`src/rtl/ts_scurve_pkg.sv`:
```
// Shared definitions for the threshold-sweep sequencer: default widths,
// FSM state encoding and FoundMask bit positions.
package ts_scurve_pkg;

    localparam int DEF_DAC_W      = 10;
    localparam int DEF_ACC_W      = 12;
    localparam int DEF_NINJ       = 1000;
    localparam int DEF_SETTLE_CYC = 16;
    localparam int DEF_TIMEOUT    = 4095;

    localparam logic [2:0] ST_IDLE    = 3'd0;
    localparam logic [2:0] ST_SET_DAC = 3'd1;
    localparam logic [2:0] ST_SETTLE  = 3'd2;
    localparam logic [2:0] ST_START   = 3'd3;
    localparam logic [2:0] ST_WAIT_HI = 3'd4;
    localparam logic [2:0] ST_WAIT_LO = 3'd5;
    localparam logic [2:0] ST_EVAL    = 3'd6;
    localparam logic [2:0] ST_DONE    = 3'd7;

    localparam int FM_FULL = 0;
    localparam int FM_HALF = 1;
    localparam int FM_ZERO = 2;

endpackage

```
`src/rtl/ts_scurve_eval.sv`:
```
// S-curve crossing detector: on each evaluated point, classifies the
// accumulated count against full/half/zero efficiency and records the
// threshold code at which each crossing occurs.
module ts_scurve_eval
    import ts_scurve_pkg::*;
#(
    parameter int DAC_W = DEF_DAC_W,
    parameter int ACC_W = DEF_ACC_W,
    parameter int NINJ  = DEF_NINJ
) (
    input  logic             i_clk,
    input  logic             i_rstn,
    input  logic             i_clr,
    input  logic             i_en,
    input  logic [ACC_W-1:0] i_acc,
    input  logic [DAC_W-1:0] i_th,
    output logic [DAC_W-1:0] o_th_full,
    output logic [DAC_W-1:0] o_th_half,
    output logic [DAC_W-1:0] o_th_zero,
    output logic [2:0]       o_found
);

    logic             w_is_full;
    logic             w_is_half;
    logic             w_is_zero;
    logic [DAC_W-1:0] r_th_full;
    logic [DAC_W-1:0] r_th_half;
    logic [DAC_W-1:0] r_th_zero;
    logic [2:0]       r_found;

    // Pile-up (Acc above NINJ) still counts as full efficiency.
    assign w_is_full = (i_acc >= ACC_W'(NINJ));
    assign w_is_half = (i_acc <= ACC_W'(NINJ / 2));
    assign w_is_zero = (i_acc == '0);

    // Full tracks the last hit; half and zero latch the first hit only,
    // so a noisy non-monotonic tail cannot move them.
    always_ff @(posedge i_clk) begin
        if (!i_rstn || i_clr) begin
            r_th_full <= '0;
            r_th_half <= '0;
            r_th_zero <= '0;
            r_found   <= '0;
        end else if (i_en) begin
            if (w_is_full) begin
                r_th_full        <= i_th;
                r_found[FM_FULL] <= 1'b1;
            end
            if (!r_found[FM_HALF] && w_is_half) begin
                r_th_half        <= i_th;
                r_found[FM_HALF] <= 1'b1;
            end
            if (!r_found[FM_ZERO] && w_is_zero) begin
                r_th_zero        <= i_th;
                r_found[FM_ZERO] <= 1'b1;
            end
        end
    end

    assign o_th_full = r_th_full;
    assign o_th_half = r_th_half;
    assign o_th_zero = r_th_zero;
    assign o_found   = r_found;

endmodule

```
`src/rtl/ts_scurve_sweep.sv`:
```
// Threshold-sweep sequencer: steps the discriminator DAC from ThStart to
// ThStop, launches one ts_scurve scan per code, and hands each finished
// Acc to the crossing detector.
module ts_scurve_sweep
    import ts_scurve_pkg::*;
#(
    parameter int DAC_W      = DEF_DAC_W,
    parameter int ACC_W      = DEF_ACC_W,
    parameter int NINJ       = DEF_NINJ,
    parameter int SETTLE_CYC = DEF_SETTLE_CYC,
    parameter int TIMEOUT    = DEF_TIMEOUT
) (
    input  logic             CLK,
    input  logic             RSTn,
    input  logic             SweepStart,
    input  logic             Abort,
    input  logic [DAC_W-1:0] ThStart,
    input  logic [DAC_W-1:0] ThStop,
    input  logic [3:0]       ThStep,
    input  logic             ScanBusy,
    input  logic [ACC_W-1:0] Acc,
    output logic [DAC_W-1:0] TH,
    output logic             ScanStart,
    output logic             Busy,
    output logic             Done,
    output logic             Err,
    output logic [DAC_W-1:0] ThFull,
    output logic [DAC_W-1:0] ThHalf,
    output logic [DAC_W-1:0] ThZero,
    output logic [2:0]       FoundMask
);

    // One counter serves both the settle wait and the ScanBusy timeouts.
    localparam int CNT_MAX = (TIMEOUT > SETTLE_CYC) ? TIMEOUT : SETTLE_CYC;
    localparam int CNT_W   = $clog2(CNT_MAX + 1);

    logic [2:0]       r_state;
    logic             r_sweep_prev;
    logic [DAC_W-1:0] r_th;
    logic [DAC_W-1:0] r_stop;
    logic [3:0]       r_step;
    logic [CNT_W-1:0] r_cnt;
    logic [ACC_W-1:0] r_acc;
    logic             r_busy;
    logic             r_done;
    logic             r_err;

    logic             w_start_edge;
    logic             w_eval_clr;
    logic             w_eval_en;
    logic [3:0]       w_step;
    logic [DAC_W:0]   w_next;
    logic             w_last;
    logic             w_timeout;

    assign w_start_edge = SweepStart & ~r_sweep_prev;
    assign w_eval_clr   = (r_state == ST_IDLE) & w_start_edge;
    assign w_eval_en    = (r_state == ST_EVAL);
    assign w_step       = (r_step == 4'd0) ? 4'd1 : r_step;
    // Extra MSB catches overflow past the top DAC code so it never wraps to 0.
    assign w_next       = {1'b0, r_th} + {{(DAC_W - 3){1'b0}}, w_step};
    assign w_last       = (w_next > {1'b0, r_stop});
    assign w_timeout    = (r_cnt == CNT_W'(TIMEOUT));

    // Sweep sequencing FSM with its shared cycle counter and sticky status.
    always_ff @(posedge CLK) begin
        if (!RSTn) begin
            r_state      <= ST_IDLE;
            r_sweep_prev <= 1'b0;
            r_th         <= '0;
            r_cnt        <= '0;
            r_busy       <= 1'b0;
            r_done       <= 1'b0;
            r_err        <= 1'b0;
        end else begin
            r_sweep_prev <= SweepStart;
            case (r_state)
                ST_IDLE: begin
                    if (w_start_edge) begin
                        r_th    <= ThStart;
                        r_busy  <= 1'b1;
                        r_done  <= 1'b0;
                        r_err   <= 1'b0;
                        r_state <= ST_SET_DAC;
                    end
                end
                ST_SET_DAC: begin
                    r_cnt   <= '0;
                    r_state <= (r_th > r_stop) ? ST_DONE : ST_SETTLE;
                end
                ST_SETTLE: begin
                    if (Abort) begin
                        r_state <= ST_DONE;
                    end else if (r_cnt == CNT_W'(SETTLE_CYC - 1)) begin
                        r_cnt   <= '0;
                        r_state <= ST_START;
                    end else begin
                        r_cnt <= r_cnt + 1'b1;
                    end
                end
                ST_START: begin
                    r_cnt   <= '0;
                    r_state <= ST_WAIT_HI;
                end
                ST_WAIT_HI: begin
                    if (ScanBusy) begin
                        r_cnt   <= '0;
                        r_state <= ST_WAIT_LO;
                    end else if (w_timeout) begin
                        r_err   <= 1'b1;
                        r_state <= ST_DONE;
                    end else begin
                        r_cnt <= r_cnt + 1'b1;
                    end
                end
                ST_WAIT_LO: begin
                    if (!ScanBusy) begin
                        r_state <= ST_EVAL;
                    end else if (w_timeout) begin
                        r_err   <= 1'b1;
                        r_state <= ST_DONE;
                    end else begin
                        r_cnt <= r_cnt + 1'b1;
                    end
                end
                ST_EVAL: begin
                    r_cnt <= '0;
                    if (Abort || w_last) begin
                        r_state <= ST_DONE;
                    end else begin
                        r_th    <= w_next[DAC_W-1:0];
                        r_state <= ST_SETTLE;
                    end
                end
                ST_DONE: begin
                    r_busy  <= 1'b0;
                    r_done  <= 1'b1;
                    r_state <= ST_IDLE;
                end
                default: r_state <= ST_IDLE;
            endcase
        end
    end

    // Sweep limits are frozen at start; Acc is captured the cycle ScanBusy is first seen low.
    always_ff @(posedge CLK) begin
        if ((r_state == ST_IDLE) && w_start_edge) begin
            r_stop <= ThStop;
            r_step <= ThStep;
        end
        if ((r_state == ST_WAIT_LO) && !ScanBusy) begin
            r_acc <= Acc;
        end
    end

    ts_scurve_eval #(
        .DAC_W (DAC_W),
        .ACC_W (ACC_W),
        .NINJ  (NINJ)
    ) u_eval (
        .i_clk     (CLK),
        .i_rstn    (RSTn),
        .i_clr     (w_eval_clr),
        .i_en      (w_eval_en),
        .i_acc     (r_acc),
        .i_th      (r_th),
        .o_th_full (ThFull),
        .o_th_half (ThHalf),
        .o_th_zero (ThZero),
        .o_found   (FoundMask)
    );

    assign TH        = r_th;
    assign ScanStart = (r_state == ST_START);
    assign Busy      = r_busy;
    assign Done      = r_done;
    assign Err       = r_err;

endmodule
```
`config.mk`:
```
export PLATFORM = sky130hd
export DESIGN_NAME = ts_scurve_sweep
export DESIGN_NICKNAME = d
export VERILOG_FILES = /design/src/rtl/ts_scurve_pkg.sv /design/src/rtl/ts_scurve_eval.sv /design/src/rtl/ts_scurve_sweep.sv
export SDC_FILE = /design/constraint.sdc
export NUM_CORES = 1
export LEC_CHECK = 0
export ABC_AREA = 1
export BUFFER_PORTS_ARGS = -buffer_cell sky130_fd_sc_hd__buf_2
export CORE_ASPECT_RATIO = 0.5
export CORE_UTILIZATION = 60
export CTS_BUF_LIST = sky130_fd_sc_hd__clkbuf_8
export DETAILED_ROUTE_END_ITERATION = 10
export MAX_ROUTING_LAYER = met4
export PLACE_DENSITY = 0.85
export SYNTH_ARGS = -nofsm -noshare
export SYNTH_HDL_FRONTEND = slang
export SYNTH_SLANG_ARGS = --single-unit
export TNS_END_PERCENT = 1
```
`constraint.sdc`:
```
create_clock -name CLK -period 7 [get_ports CLK]
set_input_delay 0 -clock CLK [delete_from_list [all_inputs] [get_ports CLK]]
set_output_delay 0 -clock CLK [all_outputs]
set_load 0.01 [all_outputs]
```
=== Word level (Yosys, flattened, before mapping) ===
Cells that the tools add are included.

* Memories: 0
* Memory bits (writable): 0
* Logic and storage cells: 93
* Memory bits (read-only): 0
* Output and inout port bits: 47
* Latch bits: 0
* Flip-flop bits (word level): 88
* Input bits: 41

* Multipliers: 0
* Equality and inequality tests: 15
* Muxes and demuxes: 27
* Bitwise logic cells: 3
* $lt $le $gt $ge: 4
* Reduce and logical (&&, ||, !) cells: 26
* Shift-type cells: 0
* Divide/modulo/power cells: 0
* $add $sub $neg: 2

{| class="wikitable"
|+ Operators with widths
! operator !! number
|-
| 2-to-1 mux 12 bit || 5
|-
| one-hot mux 12 bit (4 select lines) || 1
|-
| 2-to-1 mux 3 bit || 8
|-
| one-hot mux 3 bit (8 select lines) || 1
|-
| 2-to-1 mux 10 bit || 2
|-
| one-hot mux 10 bit (2 select lines) || 1
|-
| adder 12 x 1 -> 12 bit, second input constant || 1
|-
| equality test 12 bit, second input constant || 1
|-
| equality test 12 x 4 -> 1 bit, second input constant || 1
|-
| equality test 3 bit, second input constant || 4
|-
| >= comparator 12 x 10 -> 1 bit, second input constant || 1
|-
| less-or-equal comparator 12 x 9 -> 1 bit, second input constant || 1
|-
| logical NOT 12 bit || 1
|-
| adder 10 x 4 -> 11 bit || 1
|-
| greater-than comparator 11 x 10 -> 1 bit || 1
|-
| greater-than comparator 10 bit || 1
|-
| inequality test 2 bit, second input constant || 5
|-
| AND reduction 2 bit || 5
|-
| equality test 3 x 2 -> 1 bit, second input constant || 2
|-
| AND reduction 3 bit || 2
|-
| 2-to-1 mux 1 bit || 5
|-
| logical AND 1 bit || 4
|-
| logical NOT 1 bit || 4
|-
| logical NOT 4 bit || 1
|-
| 14 further kinds || 18
|}

=== Depth between registers and ports, before layout ===
* Word-level depth: 7
* Gate-level depth with buffers: 25
* Gate-level depth less buffers: 25

=== Modules after synthesis ===
From an unflattened synthesis, not the netlist that was laid out.

* Cell total of the unflattened synthesis: 666
* Area, all modules: 4870.9 µm²

{| class="wikitable"
|+ By module, submodules not included
! module !! seq. area each (µm²) !! area each (µm²) !! cells each !! times used
|-
| ts_scurve_sweep || 1361.3 || 3349.5 || 434 || 1
|-
| ts_scurve_eval || 660.6 || 1521.5 || 232 || 1
|}

=== Least setup slack after synthesis ===
No wires, ideal clock.

* Path kind: flip-flop to flip-flop
* From: register r_step[1]
* To: register r_th[2] (netlist: TH[2])
* Data arrival time: 2.869 ns
* Required time: 6.885 ns
* Slack: 4.016 ns
* Buffers on the path: 1
* Library setup time: 0.115 ns
* Clock period less this slack: 2.984 ns
* Cell stages (with the launch flop): 24
* Cells stage by stage: edfxtp_1 nor3_1 or2_2 ha_1 fa_1 nand2_1 nand2_1 nand3_2 o21ai_0 and2_1 ha_1 nand2_1 inv_1 nand2_1 nand3b_1 nor2_1 nand2_1 nand2_1 nand2_2 nand2_4 buf_6 nand3_1 nand2_1 nor2_1

* Word-level cells in the longest chain between the ends: 7
* Elaborated cells on any way between the ends: 9
* Classes of those cells: 1 x add/sub; 1 x order compare; 1 x eq/ne; 3 x mux; 3 x reduce/logical

{| class="wikitable"
|+ RTL lines
! item !! RTL line !! source
|-
| from (decl) || ts_scurve_sweep.sv:41 || <nowiki>logic [3:0] r_step;</nowiki>
|-
| from (signal assigned) || ts_scurve_sweep.sv:149 || <nowiki>r_step <= ThStep;</nowiki>
|-
| logical NOT 4 bit || ts_scurve_sweep.sv:59 || <nowiki>assign w_step = (r_step == 4'd0) ? 4'd1 : r_step;</nowiki>
|-
| 2-to-1 mux 4 bit * || ts_scurve_sweep.sv:59 ||
|-
| adder 10 x 4 -> 11 bit * || ts_scurve_sweep.sv:61 || <nowiki>assign w_next = {1'b0, r_th} + {{(DAC_W - 3){1'b0}}, w_step};</nowiki>
|-
| greater-than comparator 11 x 10 -> 1 bit || ts_scurve_sweep.sv:62 || <nowiki>assign w_last = (w_next > {1'b0, r_stop});</nowiki>
|-
| logical OR 1 bit || ts_scurve_sweep.sv:128 || <nowiki>if (Abort || w_last) begin</nowiki>
|-
| inequality test 2 bit (no line) || - ||
|-
| AND reduction 3 bit (no line) || - ||
|-
| to (signal assigned) || ts_scurve_sweep.sv:80 || <nowiki>r_th <= ThStart;</nowiki>
|-
| to (signal assigned) || ts_scurve_sweep.sv:131 || <nowiki>r_th <= w_next[DAC_W-1:0];</nowiki>
|-
| to (decl) || ts_scurve_sweep.sv:39 || <nowiki>logic [DAC_W-1:0] r_th;</nowiki>
|}

Mark *: on every way between the ends. The rest lies on a longest branch, timed or not. The select of a mux whose other input is x is not followed.
A chain may end at the register's enable or synchronous reset.

=== Final worst setup path ===
* From: register r_step[1]
* To: register r_th[7] (netlist: TH[7])

Same word-level chain as after synthesis.

==> flow_summary_export.csv <==
group,metric,value,unit
logic_synthesis,synthArstFlopShare,0,%
global_routing,grt_max_degree,34,
die,die_w,127,um
logic_synthesis,synth-edff-count,26,
global_routing,grt_antenna_before_repair,0,
clocking,cts_tree,"done",
logic_synthesis,yosysWarnings,0,
run,drv_cap,0,
clocking,root_buffer,"clkbuf_8",
clocking,post_cts_buffers,0,
worst_setup_path,end_kind,"flop",
finish,drive_above_1_share,22.0,%
timing,grt_setup_unrepaired,"false",
finish,multi_input_area,2290,um^2
finish,fillers,553,
min_path,hold_class,"input pin to flop",
placement,gp_congestion,0.993,
timing,period_share,49.6,%
logic_synthesis,synth_cell_types,45,
worst_setup_path,critPathMaxFanout,19,
timing,tns,0,ns
die,core_region_area,7460,um^2
worst_setup_path,rrSetupSlack,3.53,ns
worst_setup_path,cp.required,7.31,ns
timing,drv_slew,0,
worst_setup_path,critPathKind,"flop to flop",
die,die_y,64.7,um
power_and_ir_drop,leakage,2.54,nW
worst_setup_path,crit_path_start_kind,"flop",
timing,hold_viol,0,
global_routing,grt_pass1_vias,3960,
die,die_area,8240,um^2
finish,seq_area,2020,um^2
routing,vias,4296,
finish,final_nets,754,
worst_setup_path,worstRegToRegCells,23,
status,status,"finished clean",
power_and_ir_drop,p_total,2.05,mW
timing,setup_viol,0,
placement,post-dp-hpwl,8.04,mm
die,start_util,63.3,%
timing,worst_pin_slew,1.01,ns
timing,slew_headroom,32.4,%
routing,dr.pass1.iters,5,
timing,fmax,288,MHz
die,rows,22,
clocking,cts_hold_buf,30,
global_routing,grt_pass1_wl,18.4,mm
logic_synthesis,syn_avg_cell_area,8.21,um^2
finish,diodes,0,
clocking,clock_latency,0.37,ns
routing,wirelength,11.6,mm
finish,final_common_cell,"nand2_1",
global_routing,overflow,0,
clocking,clk_pin_slew,0.09,ns
clocking,clock-sinks,88,
timing,fin_skew,0.0158,ns
clocking,clockBufferDepth,2,
logic_synthesis,syn_nets,642,
routing,drt_iter0_markers,264,
clocking,cts_htree_levels,3,
power_and_ir_drop,p_per_area,363,nW/um^2
routing,wl_per_cell,14.5,um
global_routing,grt_usage,30.3,%
finish,layout_common_cells,"123 x nand2_1, 87 x buf_2, 73 x nor2_1",
routing,drc,0,
timing,min_period,3.47,ns
placement,port-buffer-count,87,
worst_setup_path,cp_data_arrival_time,3.78,ns
logic_synthesis,synth_seq_cells,88,
logic_synthesis,syn_inst,575,
logic_synthesis,mappedNetlistArea,4720,um^2
routing,viasPerCell,5.37,
power_and_ir_drop,ir_drop,185,uV
timing,holdWs,0.0448,ns
finish,syn2layout_area_growth,19.6,%
clocking,cts_inserted_buffers,9,
min_path,worstHoldPathCells,5,
routing,drtAntennaViolNets,0,
logic_synthesis,synth_flop_cell,"dfxtp_1",
die,ios,88,
clocking,cts_resized,0,
logic_synthesis,seq_area_frac_synth,42.9,%
[worst max-delay path, stage by stage (launching register included)]
cell      delay [ns]
edfxtp_1        0.41
nor3_1          0.08
or2_2           0.28
ha_1            0.22
fa_1            0.40
nand2_1         0.09
nand2_1         0.09
nand3_2         0.11
o21ai_0         0.13
and2_1          0.18
ha_1            0.27
nand2_1         0.08
inv_1           0.06
nand2_1         0.07
nand3b_1        0.08
nor2_1          0.11
nand2_1         0.06
nand2_1         0.09
nand2_2         0.08
nand2_4         0.17
nand2_1         0.13
nand2_1         0.09
nand2_1         0.05
nor2_1          0.09
[kinds of logic (layout without fill, tap and decap cells)]
logic type,count (synthesis),in the layout,synth area share [%]
compound gates,90,90,13.5
xor+xnor,6,6,1.11
fa+ha+maj,26,26,7.05
buf+inv,92,209,8.59
flops,88,88,42.9
mux,1,1,0.212
simple gates,272,272,26.7
[synthesized netlist by cell type, types with 6 or more instances]
library cell  number  area, um^2
buf_6              6        67.6
nor2_1            73         274
nand3b_1           8        60.1
a21oi_1           41         205
xor2_1             6        52.6
nand4_1           11        68.8
nor3_1            13        65.1
nand2_1          123         462
a211oi_1           6        45.0
ha_1              25         313
buf_2              6        30.0
edfxtp_1          26         781
nand3_1           18        90.1
o21ai_0           17        85.1
inv_1             68         255
a211oi_2          18         225
dfxtp_1           62        1240
[per-stage QoR]
stage | cells | setup WS (ns) | instance area (um^2) | util [%]
after global routing | 800 | 3.30 | 5640 | 75.7
after global placement | 754 | 3.84 | 5170 | 69.3
after floorplan | 575 | 4.02 | 4720 | -
after detailed placement | 754 | 3.68 | 5170 | 69.3
final | 800 | 3.53 | 5640 | 75.7
after CTS | 800 | 3.65 | 5640 | 75.7
[sequential cells by signal, summed over array words and instances (netlist names)]
| register | flops |
|---|---|
| Err | 1 |
| u_eval.o_th_zero | 10 |
| Done | 1 |
| u_eval.o_found | 3 |
| r_sweep_prev | 1 |
| r_stop | 10 |
| r_step | 4 |
| r_cnt | 12 |
| u_eval.o_th_full | 10 |
| Busy | 1 |
| TH | 10 |
| u_eval.o_th_half | 10 |
| r_state | 3 |
| r_acc | 12 |
[cell type report]
type | instances | area share (%)
Clock buffer | 9 | 2.19
Timing Repair Buffer | 117 | 13.0
Clock inverter | 7 | 0.842
Inverter | 76 | 5.12
Tap cell | 108 | 2.39
Multi-Input combinational cell | 395 | 40.6
Sequential cell | 88 | 35.8
[power by group]
group          switching, mW  internal (mW)  total, mW
Clock                  0.185          0.128      0.313
Combinational          0.672          0.334       1.01
Sequential            0.0944          0.634      0.729
Total                  0.951           1.10       2.05
[metal layers]
| layer | vias up | routed length (um) | GRT usage [%] | part of all wire, % |
|---|---|---|---|---|
| li1 | 2120 | - | - | - |
| met3 | 28 | 794 | 7.76 | 6.9 |
| met1 | 1971 | 4990 | 35.7 | 43 |
| met2 | 177 | 5510 | 50.1 | 48 |
| met4 | 0 | 265 | 12.5 | 2.3 |
| met5 | - | 0 | - | 0 |
[path summary, 6_finish.rpt]
path,startpoint,endpoint
hold / removal,Abort,r_state[0]
hold reg to reg,u_eval.o_th_half[2],u_eval.o_th_half[2]
setup / recovery,r_step[1],TH[7]
setup reg to reg,r_step[1],TH[7]
(Power assumes the default switching activity.)
